--- src/rtl/prefetch_unit_pkg.sv ---
// Shared fetch definitions: FSM state encoding, default geometry and byte-lane index width helper.
// Build option MISALIGN_TRAP_EN adds the FAULT state to the encoding.
package prefetch_unit_pkg;

    localparam int DEFAULT_ADDR_WIDTH  = 15;
    localparam int DEFAULT_DATA_WIDTH  = 8;
    localparam int DEFAULT_INSTR_WIDTH = 16;
    localparam int DEFAULT_DEPTH       = 4;

`ifdef MISALIGN_TRAP_EN
    typedef enum logic [1:0] {
        IDLE  = 2'd0,
        REQ   = 2'd1,
        FAULT = 2'd2
    } fetchState_t;
`else
    typedef enum logic [1:0] {
        IDLE = 2'd0,
        REQ  = 2'd1
    } fetchState_t;
`endif

    // Width of the byte-lane index; a one-byte instruction still gets a 1-bit index.
    function automatic int idxWidth(input int bytesPerInstr);
        return (bytesPerInstr > 1) ? $clog2(bytesPerInstr) : 1;
    endfunction

endpackage

--- src/rtl/prefetch_unit_if.sv ---
// Fetch front-end bus bundle: memory req/ack port, redirect request and decoder-facing instruction port.
interface prefetch_unit_if #(
    parameter int ADDR_WIDTH  = 15,
    parameter int DATA_WIDTH  = 8,
    parameter int INSTR_WIDTH = 16
);
    logic                   busGrant;
    logic                   memReq;
    logic [ADDR_WIDTH-1:0]  memAddr;
    logic                   memAck;
    logic [DATA_WIDTH-1:0]  memReadBus;
    logic                   redirectEn;
    logic [ADDR_WIDTH-1:0]  redirectPc;
    logic                   instrReady;
    logic                   instrValid;
    logic [INSTR_WIDTH-1:0] instrOut;
    logic [ADDR_WIDTH-1:0]  instrPc;
    logic                   misalignFault;

    modport master (
        input  busGrant, memAck, memReadBus, redirectEn, redirectPc, instrReady,
        output memReq, memAddr, instrValid, instrOut, instrPc, misalignFault
    );

    modport slave (
        output busGrant, memAck, memReadBus, redirectEn, redirectPc, instrReady,
        input  memReq, memAddr, instrValid, instrOut, instrPc, misalignFault
    );
endinterface

--- src/rtl/prefetch_unit_instr_queue.sv ---
// Flushable FIFO holding assembled {instruction, pc} entries ahead of the decoder.
module prefetch_unit_instr_queue #(
    parameter int DEPTH = 4,
    parameter int WIDTH = 31,
    parameter int CNTW  = $clog2(DEPTH) + 1
) (
    input  logic             clk,
    input  logic             reset,
    input  logic             flush,
    input  logic             push,
    input  logic [WIDTH-1:0] pushData,
    input  logic             pop,
    output logic [WIDTH-1:0] headData,
    output logic             notEmpty,
    output logic [CNTW-1:0]  count
);
    localparam int PW = $clog2(DEPTH);

    logic [WIDTH-1:0] entries [DEPTH];
    logic [PW-1:0]    rdPtr;
    logic [PW-1:0]    wrPtr;

    // Flush wins over a coincident push or pop so a redirect always leaves the queue empty.
    always_ff @(posedge clk or negedge reset) begin
        if (!reset) begin
            rdPtr <= '0;
            wrPtr <= '0;
            count <= '0;
            for (int i = 0; i < DEPTH; i++) begin
                entries[i] <= '0;
            end
        end else if (flush) begin
            rdPtr <= '0;
            wrPtr <= '0;
            count <= '0;
        end else begin
            if (push) begin
                entries[wrPtr] <= pushData;
                wrPtr          <= wrPtr + 1'b1;
            end
            if (pop) begin
                rdPtr <= rdPtr + 1'b1;
            end
            if (push && !pop) begin
                count <= count + 1'b1;
            end else if (pop && !push) begin
                count <= count - 1'b1;
            end
        end
    end

    assign headData = entries[rdPtr];
    assign notEmpty = (count != '0);

endmodule

--- src/rtl/prefetch_unit.sv ---
// Instruction fetch front end: owns the PC, assembles BPI bytes low-first and queues them for the decoder.
// Build option MISALIGN_TRAP_EN: misaligned redirects enter a sticky FAULT state instead of aligning down.
module prefetch_unit
    import prefetch_unit_pkg::*;
#(
    parameter int ADDR_WIDTH  = DEFAULT_ADDR_WIDTH,
    parameter int DATA_WIDTH  = DEFAULT_DATA_WIDTH,
    parameter int INSTR_WIDTH = DEFAULT_INSTR_WIDTH,
    parameter int DEPTH       = DEFAULT_DEPTH,
    parameter logic [ADDR_WIDTH-1:0] RESET_PC = '0
) (
    input  logic            clk,
    input  logic            reset,
    prefetch_unit_if.master bus
);
    localparam int BPI  = INSTR_WIDTH / DATA_WIDTH;
    localparam int IDXW = idxWidth(BPI);
    localparam int CNTW = $clog2(DEPTH) + 1;
    localparam logic [IDXW-1:0]       LAST_IDX   = IDXW'(BPI - 1);
    localparam logic [ADDR_WIDTH-1:0] ALIGN_MASK = ~(ADDR_WIDTH'(BPI - 1));

    fetchState_t             state, nextState;
    logic [ADDR_WIDTH-1:0]   fetchPc, discardAddr, redirectTarget, reqAddr;
    logic [IDXW-1:0]         byteIdx;
    logic [INSTR_WIDTH-1:0]  assembly, assembledNext;
    logic [CNTW-1:0]         count;
    logic [INSTR_WIDTH+ADDR_WIDTH-1:0] headEntry;
    logic discard, reqActive, byteAck, push, pop, queueValid, canStart, lastByte;

`ifdef MISALIGN_TRAP_EN
    logic redirectAligned;
    assign redirectAligned = ((bus.redirectPc & ~ALIGN_MASK) == '0);
    assign redirectTarget  = bus.redirectPc;
`else
    assign redirectTarget  = bus.redirectPc & ALIGN_MASK;
`endif

    assign lastByte  = (byteIdx == LAST_IDX);
    assign byteAck   = (state == REQ) && !discard && bus.memAck && !bus.redirectEn;
    assign push      = byteAck && lastByte;
    assign pop       = queueValid && bus.instrReady && !bus.redirectEn;
    // A partially assembled instruction already owns its slot, so it may always resume.
    assign canStart  = (byteIdx != '0) || (count < CNTW'(DEPTH));
    assign reqActive = (state == REQ) || discard;
    assign reqAddr   = discard ? discardAddr : fetchPc + ADDR_WIDTH'(byteIdx);

    always_comb begin
        assembledNext = assembly;
        assembledNext[int'(byteIdx)*DATA_WIDTH +: DATA_WIDTH] = bus.memReadBus;
    end

    always_comb begin
        nextState = state;
        case (state)
            IDLE: begin
                if (bus.busGrant && canStart && (!discard || bus.memAck)) begin
                    nextState = REQ;
                end
            end
            REQ: begin
                if (bus.memAck) begin
                    if (!bus.busGrant) begin
                        nextState = IDLE;
                    end else if (lastByte && (int'(count) + 1 >= DEPTH)) begin
                        nextState = IDLE;
                    end
                end
            end
            default: nextState = state;
        endcase
        if (bus.redirectEn) begin
`ifdef MISALIGN_TRAP_EN
            nextState = redirectAligned ? IDLE : FAULT;
`else
            nextState = IDLE;
`endif
        end
    end

    // A redirect during an unacknowledged request keeps the old address driven until its ack is swallowed.
    always_ff @(posedge clk or negedge reset) begin
        if (!reset) begin
            state       <= IDLE;
            fetchPc     <= RESET_PC;
            byteIdx     <= '0;
            assembly    <= '0;
            discard     <= 1'b0;
            discardAddr <= '0;
        end else begin
            state <= nextState;
            if (bus.redirectEn) begin
                fetchPc <= redirectTarget;
                byteIdx <= '0;
                if (reqActive && !bus.memAck) begin
                    discard <= 1'b1;
                    if (!discard) begin
                        discardAddr <= reqAddr;
                    end
                end else begin
                    discard <= 1'b0;
                end
            end else begin
                if (discard && bus.memAck) begin
                    discard <= 1'b0;
                end
                if (byteAck) begin
                    assembly <= assembledNext;
                    if (lastByte) begin
                        byteIdx <= '0;
                        fetchPc <= fetchPc + ADDR_WIDTH'(BPI);
                    end else begin
                        byteIdx <= byteIdx + 1'b1;
                    end
                end
            end
        end
    end

    prefetch_unit_instr_queue #(
        .DEPTH(DEPTH),
        .WIDTH(INSTR_WIDTH + ADDR_WIDTH),
        .CNTW (CNTW)
    ) instrQueue (
        .clk     (clk),
        .reset   (reset),
        .flush   (bus.redirectEn),
        .push    (push),
        .pushData({assembledNext, fetchPc}),
        .pop     (pop),
        .headData(headEntry),
        .notEmpty(queueValid),
        .count   (count)
    );

    assign bus.memReq     = reqActive;
    assign bus.memAddr    = reqAddr;
    assign bus.instrValid = queueValid;
    assign bus.instrOut   = headEntry[INSTR_WIDTH+ADDR_WIDTH-1:ADDR_WIDTH];
    assign bus.instrPc    = headEntry[ADDR_WIDTH-1:0];
`ifdef MISALIGN_TRAP_EN
    assign bus.misalignFault = (state == FAULT);
`else
    assign bus.misalignFault = 1'b0;
`endif

endmodule

--- src/flat_wrapper.sv ---
// flat-port wrapper written by rule: the top's interface ports become plain ports
module prefetch_unit_flat import prefetch_unit_pkg::*;
#(
    parameter int ADDR_WIDTH  = DEFAULT_ADDR_WIDTH,
    parameter int DATA_WIDTH  = DEFAULT_DATA_WIDTH,
    parameter int INSTR_WIDTH = DEFAULT_INSTR_WIDTH,
    parameter int DEPTH       = DEFAULT_DEPTH,
    parameter logic [ADDR_WIDTH-1:0] RESET_PC = '0
)
  (clk, reset, bus_busGrant, bus_memAck, bus_memReadBus, bus_redirectEn, bus_redirectPc, bus_instrReady, bus_memReq, bus_memAddr, bus_instrValid, bus_instrOut, bus_instrPc, bus_misalignFault);
  prefetch_unit_if #(.ADDR_WIDTH(ADDR_WIDTH), .DATA_WIDTH(DATA_WIDTH), .INSTR_WIDTH(INSTR_WIDTH)) bus_i ();
  input  logic clk;
  input  logic reset;
  input wire logic [$bits(bus_i.busGrant)-1:0] bus_busGrant;
  input wire logic [$bits(bus_i.memAck)-1:0] bus_memAck;
  input wire logic [$bits(bus_i.memReadBus)-1:0] bus_memReadBus;
  input wire logic [$bits(bus_i.redirectEn)-1:0] bus_redirectEn;
  input wire logic [$bits(bus_i.redirectPc)-1:0] bus_redirectPc;
  input wire logic [$bits(bus_i.instrReady)-1:0] bus_instrReady;
  output wire logic [$bits(bus_i.memReq)-1:0] bus_memReq;
  output wire logic [$bits(bus_i.memAddr)-1:0] bus_memAddr;
  output wire logic [$bits(bus_i.instrValid)-1:0] bus_instrValid;
  output wire logic [$bits(bus_i.instrOut)-1:0] bus_instrOut;
  output wire logic [$bits(bus_i.instrPc)-1:0] bus_instrPc;
  output wire logic [$bits(bus_i.misalignFault)-1:0] bus_misalignFault;
  assign bus_i.busGrant = bus_busGrant;
  assign bus_i.memAck = bus_memAck;
  assign bus_i.memReadBus = bus_memReadBus;
  assign bus_i.redirectEn = bus_redirectEn;
  assign bus_i.redirectPc = bus_redirectPc;
  assign bus_i.instrReady = bus_instrReady;
  assign bus_memReq = bus_i.memReq;
  assign bus_memAddr = bus_i.memAddr;
  assign bus_instrValid = bus_i.instrValid;
  assign bus_instrOut = bus_i.instrOut;
  assign bus_instrPc = bus_i.instrPc;
  assign bus_misalignFault = bus_i.misalignFault;
  prefetch_unit #(.ADDR_WIDTH(ADDR_WIDTH), .DATA_WIDTH(DATA_WIDTH), .INSTR_WIDTH(INSTR_WIDTH), .DEPTH(DEPTH), .RESET_PC(RESET_PC)) u_core (.clk(clk), .reset(reset), .bus(bus_i));
endmodule
--- config.mk ---
export PLATFORM = sky130hd
export DESIGN_NAME = prefetch_unit_flat
export DESIGN_NICKNAME = d
export VERILOG_FILES = /design/src/rtl/prefetch_unit_pkg.sv /design/src/rtl/prefetch_unit_if.sv /design/src/rtl/prefetch_unit_instr_queue.sv /design/src/rtl/prefetch_unit.sv /design/src/flat_wrapper.sv
export SDC_FILE = /design/constraint.sdc
export NUM_CORES = 1
export LEC_CHECK = 0
export CORE_UTILIZATION = 45
export DETAILED_ROUTE_END_ITERATION = 7
export GPL_ROUTABILITY_DRIVEN = 0
export PLACE_DENSITY = 0.65
export SLEW_MARGIN = 20
export SYNTH_ARGS = -nofsm -noshare
export SYNTH_HDL_FRONTEND = slang
export SYNTH_SLANG_ARGS = --single-unit
export TNS_END_PERCENT = 50
--- constraint.sdc ---
create_clock -name clk -period 5.5 [get_ports clk]
set_clock_uncertainty 0.1 [all_clocks]
set_input_delay 1.1 -clock clk [delete_from_list [all_inputs] [get_ports clk]]
set_output_delay 1.1 -clock clk [all_outputs]
set_load 0.1 [all_outputs]
==> flow_summary_export.csv, run 1 <==
group,metric,value,unit
setup_path,critPathKind,"reg -> out",
die,die_x,138,um
power_and_ir_drop,internal_power,2720,uW
power_and_ir_drop,peakVddDrop,0.000382,V
clocking,clk_latency,0.43,ns
route,wl_per_cell,18.1,um
finish,drive_gt1_share,22.8,%
sta,worst_pin_slew,1.03,ns
clocking,cts_buffers,17,
setup_path,worstSetupStartpointType,"flip-flop",
sta,timing.final.crit_period,4.10,ns
sta,min_period_over_period,74.6,%
finish,stdcell_area,0.00973,mm^2
setup_path,required,4.30,ns
sta,grt_setup_unrepaired,"no",
clocking,cts-root-buf,"clkbuf_16",
power_and_ir_drop,combPwrFrac,34.3,%
clocking,postCtsResizedCells,0,
finish,finalNetCount,763,
synth,ys_types,43,
power_and_ir_drop,p_clk_share,29.5,%
grt,first_global_vias,5403,
setup_path,cp_max_fo,13,
clocking,post_cts.repair.setup_buffers,0,
synth,ys_warn_count,0,
synth,syn_inst,677,
synth,ys_async_sr_fraction,100,%
synth,syn_area,0.00830,mm^2
clocking,htree_levels,4,
grt,antenna_found_initial,0,
run_status,status,"finished, final reports clean",
route,drtPass1Iterations,6,
power_and_ir_drop,powerDensity,455,mW/mm^2
synth,synth_xor_area_share,2.11,%
power_and_ir_drop,netSwitchingFraction,38.6,%
synth,synth-compound-area-share,7.07,%
setup_path,critPathSlowestCell,"clkdlybuf4s50_1",
sta,timing.fmax,0.244,GHz
route,drc,0,
grt,overflow,0,
synth,avgSynthCellArea,12.3,um^2
clocking,cts_hold_buf,0,
grt,grt_pass1_wl,28.3,mm
route,vias,5343,
grt,grt_max_degree,109,
grt,track_usage,19.8,%
synth,synthAdderAreaFrac,1.15,%
sta,setup_viol,0,
clocking,cts_buffer_depth,2,
power_and_ir_drop,seq_power_share,36.2,%
power_and_ir_drop,power.switching,1710,uW
finish,areaGrowthSynthToFinish,17.2,%
finish,n_antenna_cell,0,
clocking,clock_sinks,175,
route,drtIter0Drc,303,
die,core,0.0180,mm^2
die,ios,78,
synth,ys_seq_area_share,52.7,%
sta,drv_slew,0,
worst_hold_path,hp-class,"reg -> reg",
setup_path,cp.arrival,2.90,ns
die,dieArea,0.0190,mm^2
synth,synth_edf_count,0,
clocking,cts_tree,"built",
setup_path,cpPeakStageDelay,1.02,ns
sta,finalHoldViolCount,0,
setup_path,cp-end-kind,"primary output",
clocking,path_clk_slew,0.07,ns
synth,synth_top_family_by_area,"multiplexers",
job,maxCapViolCount,0,
synth,ys_ff_latch,175,
place,port_buffers,74,
finish,nFillCells,1520,
die,start_util,46.1,%
sta,relSlewSlack,31.0,%
power_and_ir_drop,leakagePower,0.00427,uW
synth,synth_ff_type,"dfrtp_1",
place,hpwl,11.4,mm
route,wl,17.5,mm
synth,muxShareOfSynthArea,22.8,%
die,die_y,138,um
setup_path,worstPathCellList,"buf_4 > mux4_2 > clkdlybuf4s50_1",
synth,synth-simple-area-share,9.19,%
route,drtAntennaViolNets,0,
place,place_area,0.00909,mm^2
die,rows,49,
sta,fin_setup_tns,0,ns
route,routed_via_density,5.51,
## logic make-up after synthesis
family / after synthesis
and+or+nand+nor: 165
DFF: 175
other: 1
muxes: 131
buffers and inverters: 66
adders and majority gates: 7
AOI/OAI and AO/OA: 112
xor gates and xnor gates: 20
## flip-flops by register name, indices dropped and copies added (netlist names)
signal / cells
u_core.instrQueue.entries: 120
u_core.assembly: 16
u_core.discardAddr: 15
u_core.fetchPc: 14
u_core.instrQueue.count: 3
u_core.instrQueue.rdPtr: 2
u_core.instrQueue.wrPtr: 2
u_core.byteIdx: 1
u_core.discard: 1
u_core.state: 1
## through the flow
stage	std cells	hold slack, ns	utilization, %	setup WS (ns)	power, uW
floorplan	679	0.371	-	2.66	2810
global placement	937	0.384	50.4	1.51	3110
detailed placement	937	0.391	50.4	1.45	3160
CTS	969	0.406	54.0	1.33	4470
global route	969	0.419	54.0	1.23	4610
finish	969	0.402	54.0	1.40	4430
## synth_stat cells, types with 3 or more instances
| master | n | area [um^2] |
|---|---|---|
| a21oi_1 | 86 | 430 |
| a31oi_1 | 3 | 18.8 |
| and3_1 | 7 | 43.8 |
| buf_1 | 3 | 11.3 |
| buf_2 | 20 | 100 |
| buf_4 | 7 | 52.6 |
| buf_6 | 14 | 158 |
| clkbuf_1 | 15 | 56.3 |
| dfrtp_1 | 175 | 4380 |
| ha_1 | 6 | 75.1 |
| inv_1 | 7 | 26.3 |
| mux2_2 | 56 | 631 |
| mux2_4 | 28 | 420 |
| mux2i_1 | 17 | 170 |
| mux4_2 | 30 | 676 |
| nand2_1 | 19 | 71.3 |
| nand2b_1 | 6 | 37.5 |
| nand3_1 | 8 | 40.0 |
| nand3b_1 | 3 | 22.5 |
| nand4_1 | 7 | 43.8 |
| nor2_1 | 96 | 360 |
| nor3_1 | 3 | 15.0 |
| o21ai_0 | 16 | 80.1 |
| or3_1 | 4 | 25.0 |
| xnor2_1 | 4 | 35.0 |
| xor2_1 | 16 | 140 |
## cell type report
| class | count | area, um^2 | share of cell area (%) |
|---|---|---|---|
| repair buffers | 88 | 847 | 8.70 |
| inverters | 7 | 26.3 | 0.270 |
| clock inverters | 14 | 204 | 2.10 |
| well taps | 229 | 287 | 2.94 |
| flip-flops and latches | 175 | 4380 | 45.0 |
| multi-input cells | 438 | 3550 | 36.5 |
| clock buffers | 18 | 439 | 4.51 |
## power groups by stage
stage               clock (uW)  combinational, uW  sequential (uW)
floorplan                    0               1260             1550
global placement             0               1510             1610
detailed placement           0               1530             1630
CTS                       1330               1540             1600
global route              1380               1600             1630
finish                    1300               1520             1600
## path summary, 6_finish.rpt
| kind | from | end | slack [ns] | cells after the start |
|---|---|---|---|---|
| setup reg to reg | u_core.discard | u_core.instrQueue.entries[116] | 2.30 | 5 |
| hold / removal | u_core.instrQueue.entries[34] | u_core.instrQueue.entries[34] | 0.40 | 1 |
| min in group asynchronous | reset | u_core.assembly[2] | 0.69 | 1 |
| max in group asynchronous | reset | u_core.instrQueue.entries[99] | 3.45 | 2 |
| setup / recovery | u_core.instrQueue.rdPtr[0] | bus_instrPc[3] | 1.40 | 3 |
| hold reg to reg | u_core.instrQueue.entries[34] | u_core.instrQueue.entries[34] | 0.40 | 1 |
## layout by cell type (no fill, tap or decap), drive strengths merged, types with 2 or more instances in the layout
cell type and instances:
nand2 19, dfrtp 175, clkinvlp 2, or3 4
ha 6, clkdlybuf4s50 73, a21oi 86, mux2i 17
nor3 3, nand3b 3, nor4 2, xnor2 4
buf 15, clkbuf 18, conb 3, xor2 16
a31oi 3, nor2 96, mux4 30, nand4 8
inv 12, and3 7, o21ai 16, and2 2
o31a 2, a211oi 2, mux2 84, bufinv 4
clkinv 3, nand3 8, nand2b 6
## metal layers
layer	global-route usage (%)	share of wire, %
met5	0	0
met4	4.89	1.1
met3	4.89	5.0
met2	31.6	49
met1	27.0	45
## critical path: cells and delay by family (launching register included)
| family | cells | cell delay, ns |
|---|---|---|
| buffers and inverters | 2 | 1.37 |
| DFF | 1 | 0.55 |
| muxes | 1 | 0.55 |
No activity file was read; power rests on OpenSTA's default activity.
==> run 2: changes to the inputs <==
clock period = 4.1 ns   (was 5.5 ns; I/O delays follow)
==> run 2 against run 1 <==
  * Sequential share of layout area up 0.44 points
  * Non-clock buffer count did not move
  * Design area fell by 0.98%
  * Cell count unchanged
  * Critical path type unchanged
  * Largest power group unchanged
==> flow_summary_export.csv, run 2 (synthesized netlist as in run 1, its figures left out) <==
group,metric,value,unit
clocking,postCtsResizedCells,0,
place,dpl_worst_slack,0.892,ns
setup_path,r2r_slack,1.48,ns
grt,grt_pass1_wl,28.2,mm
grt,first_global_vias,5457,
sta,worst_pin_slew,0.991,ns
finish,largest_reg_flops,120,
sta,fin_ws,0.916,ns
power_and_ir_drop,internal_power,3460,uW
route,vias,5333,
sta,finalHoldViolCount,0,
sta,timing.fmax,0.314,GHz
grt,grt_max_degree,79,
clocking,post_cts.repair.setup_buffers,0,
finish,areaGrowthSynthToFinish,16.0,%
finish,n_antenna_cell,0,
run_status,status,"finished, final reports clean",
place,port_buffers,74,
power_and_ir_drop,power.switching,2300,uW
sta,fin_setup_tns,0,ns
sta,setup_viol,0,
clocking,cts-root-buf,"clkbuf_16",
place,place_inst,937,
finish,mostFrequentLayoutCell,"dfrtp_1",
finish,finalNetCount,763,
setup_path,r2r-start,"u_core.discard",
power_and_ir_drop,p_clk_share,27.9,%
die,die_y,138,um
setup_path,required,3.18,ns
clocking,clock_sinks,175,
clocking,cts_buffers,17,
die,dieArea,0.0190,mm^2
clocking,cts_hold_buf,0,
setup_path,critPathKind,"reg -> out",
route,drtPass1Iterations,6,
route,drc,0,
job,maxCapViolCount,0,
finish,instances_no_fill,969,
sta,relSlewSlack,33.7,%
power_and_ir_drop,powerDensity,598,mW/mm^2
clocking,htree_levels,4,
finish,nFillCells,1566,
route,drtIter0Drc,281,
die,ios,78,
power_and_ir_drop,leakagePower,0.00433,uW
place,hpwl,11.4,mm
setup_path,cp-end-kind,"primary output",
power_and_ir_drop,combPwrFrac,34.5,%
die,rows,49,
route,routed_via_density,5.50,
sta,grt_setup_unrepaired,"no",
grt,overflow,0,
grt,antenna_found_initial,0,
route,wl,17.5,mm
clocking,clk_latency,0.42,ns
finish,mostFrequentLayoutCells,"174 x dfrtp_1, 96 x nor2_1, 86 x a21oi_1",
setup_path,worstSetupStartpointType,"flip-flop",
die,core,0.0180,mm^2
finish,drive_gt1_share,29.1,%
setup_path,cp.arrival,2.26,ns
clocking,cts_buffer_depth,2,
power_and_ir_drop,netSwitchingFraction,39.9,%
sta,min_period_over_period,77.7,%
finish,fin_util,53.5,%
finish,largest-register,"u_core.instrQueue.entries",
sta,timing.final.crit_period,3.18,ns
setup_path,cp_max_fo,6,
clocking,cts_tree,"built",
route,drtAntennaViolNets,0,
power_and_ir_drop,seq_power_share,37.6,%
setup_path,crit_start,"u_core.instrQueue.count[1]",
clocking,path_clk_slew,0.07,ns
die,die_x,138,um
die,start_util,46.1,%
finish,reg_top3,"u_core.instrQueue.entries: 120 flops, u_core.assembly: 16 flops, u_core.discardAddr: 15 flops",
sta,drv_slew,0,
grt,track_usage,19.7,%
worst_hold_path,hp-class,"in -> async",
power_and_ir_drop,peakVddDrop,0.000596,V
route,wl_per_cell,18.0,um
## run 2: cell count changes in the layout (fill, tap and decap cells not counted), sizes merged
cell and change:
clkbuf +2, clkdlybuf4s50 -46, clkinvlp +1, buf +46
bufinv -3
## run 2: stage by stage
step	hold slack (ns)	power (uW)	area [um^2]
after floorplan	0.371	3770	8310
after global placement	0.383	4150	9050
after detailed placement	0.391	4210	9050
after CTS	0.341	5820	9640
after global routing	0.361	6020	9640
final	0.315	5770	9640
## run 2: power by group through the flow
stage	Clock (uW)	Sequential [uW]	Combinational [uW]
global route	1710	2200	2100
floorplan	0	2080	1690
finish	1610	2170	1990
detailed placement	0	2200	2010
global placement	0	2180	1970
CTS	1640	2170	2010
## run 2: final cells by class
cell class / instances / area, um^2 / area share [%]
sequential: 175 / 4380 / 45.5
multi-input combinational: 438 / 3550 / 36.8
timing repair buffer: 88 / 807 / 8.37
clock buffer: 20 / 467 / 4.84
tap: 229 / 287 / 2.97
clock inverter: 12 / 121 / 1.26
inverter: 7 / 26.3 / 0.273
## run 2: final timing paths
path,to,cells after the start
setup / recovery,bus_instrValid,2
hold / removal,u_core.assembly[10],1
setup reg to reg,u_core.instrQueue.entries[119],5
hold reg to reg,u_core.discardAddr[5],1
max in group asynchronous,u_core.assembly[8],2
min in group clk,u_core.discardAddr[5],1
## run 2: layer usage
layer	vias up	wire (um)	track usage, %
li1	2475	-	-
met1	2723	7910	26.3
met3	18	626	3.61
met2	117	8690	32.3
met4	0	238	6.40
met5	-	0	0
## run 2: worst max-delay path: stages, from the launching register on
cell             delay, ns
dfrtp_1               0.44
or3_1                 0.41
clkdlybuf4s50_1       0.99
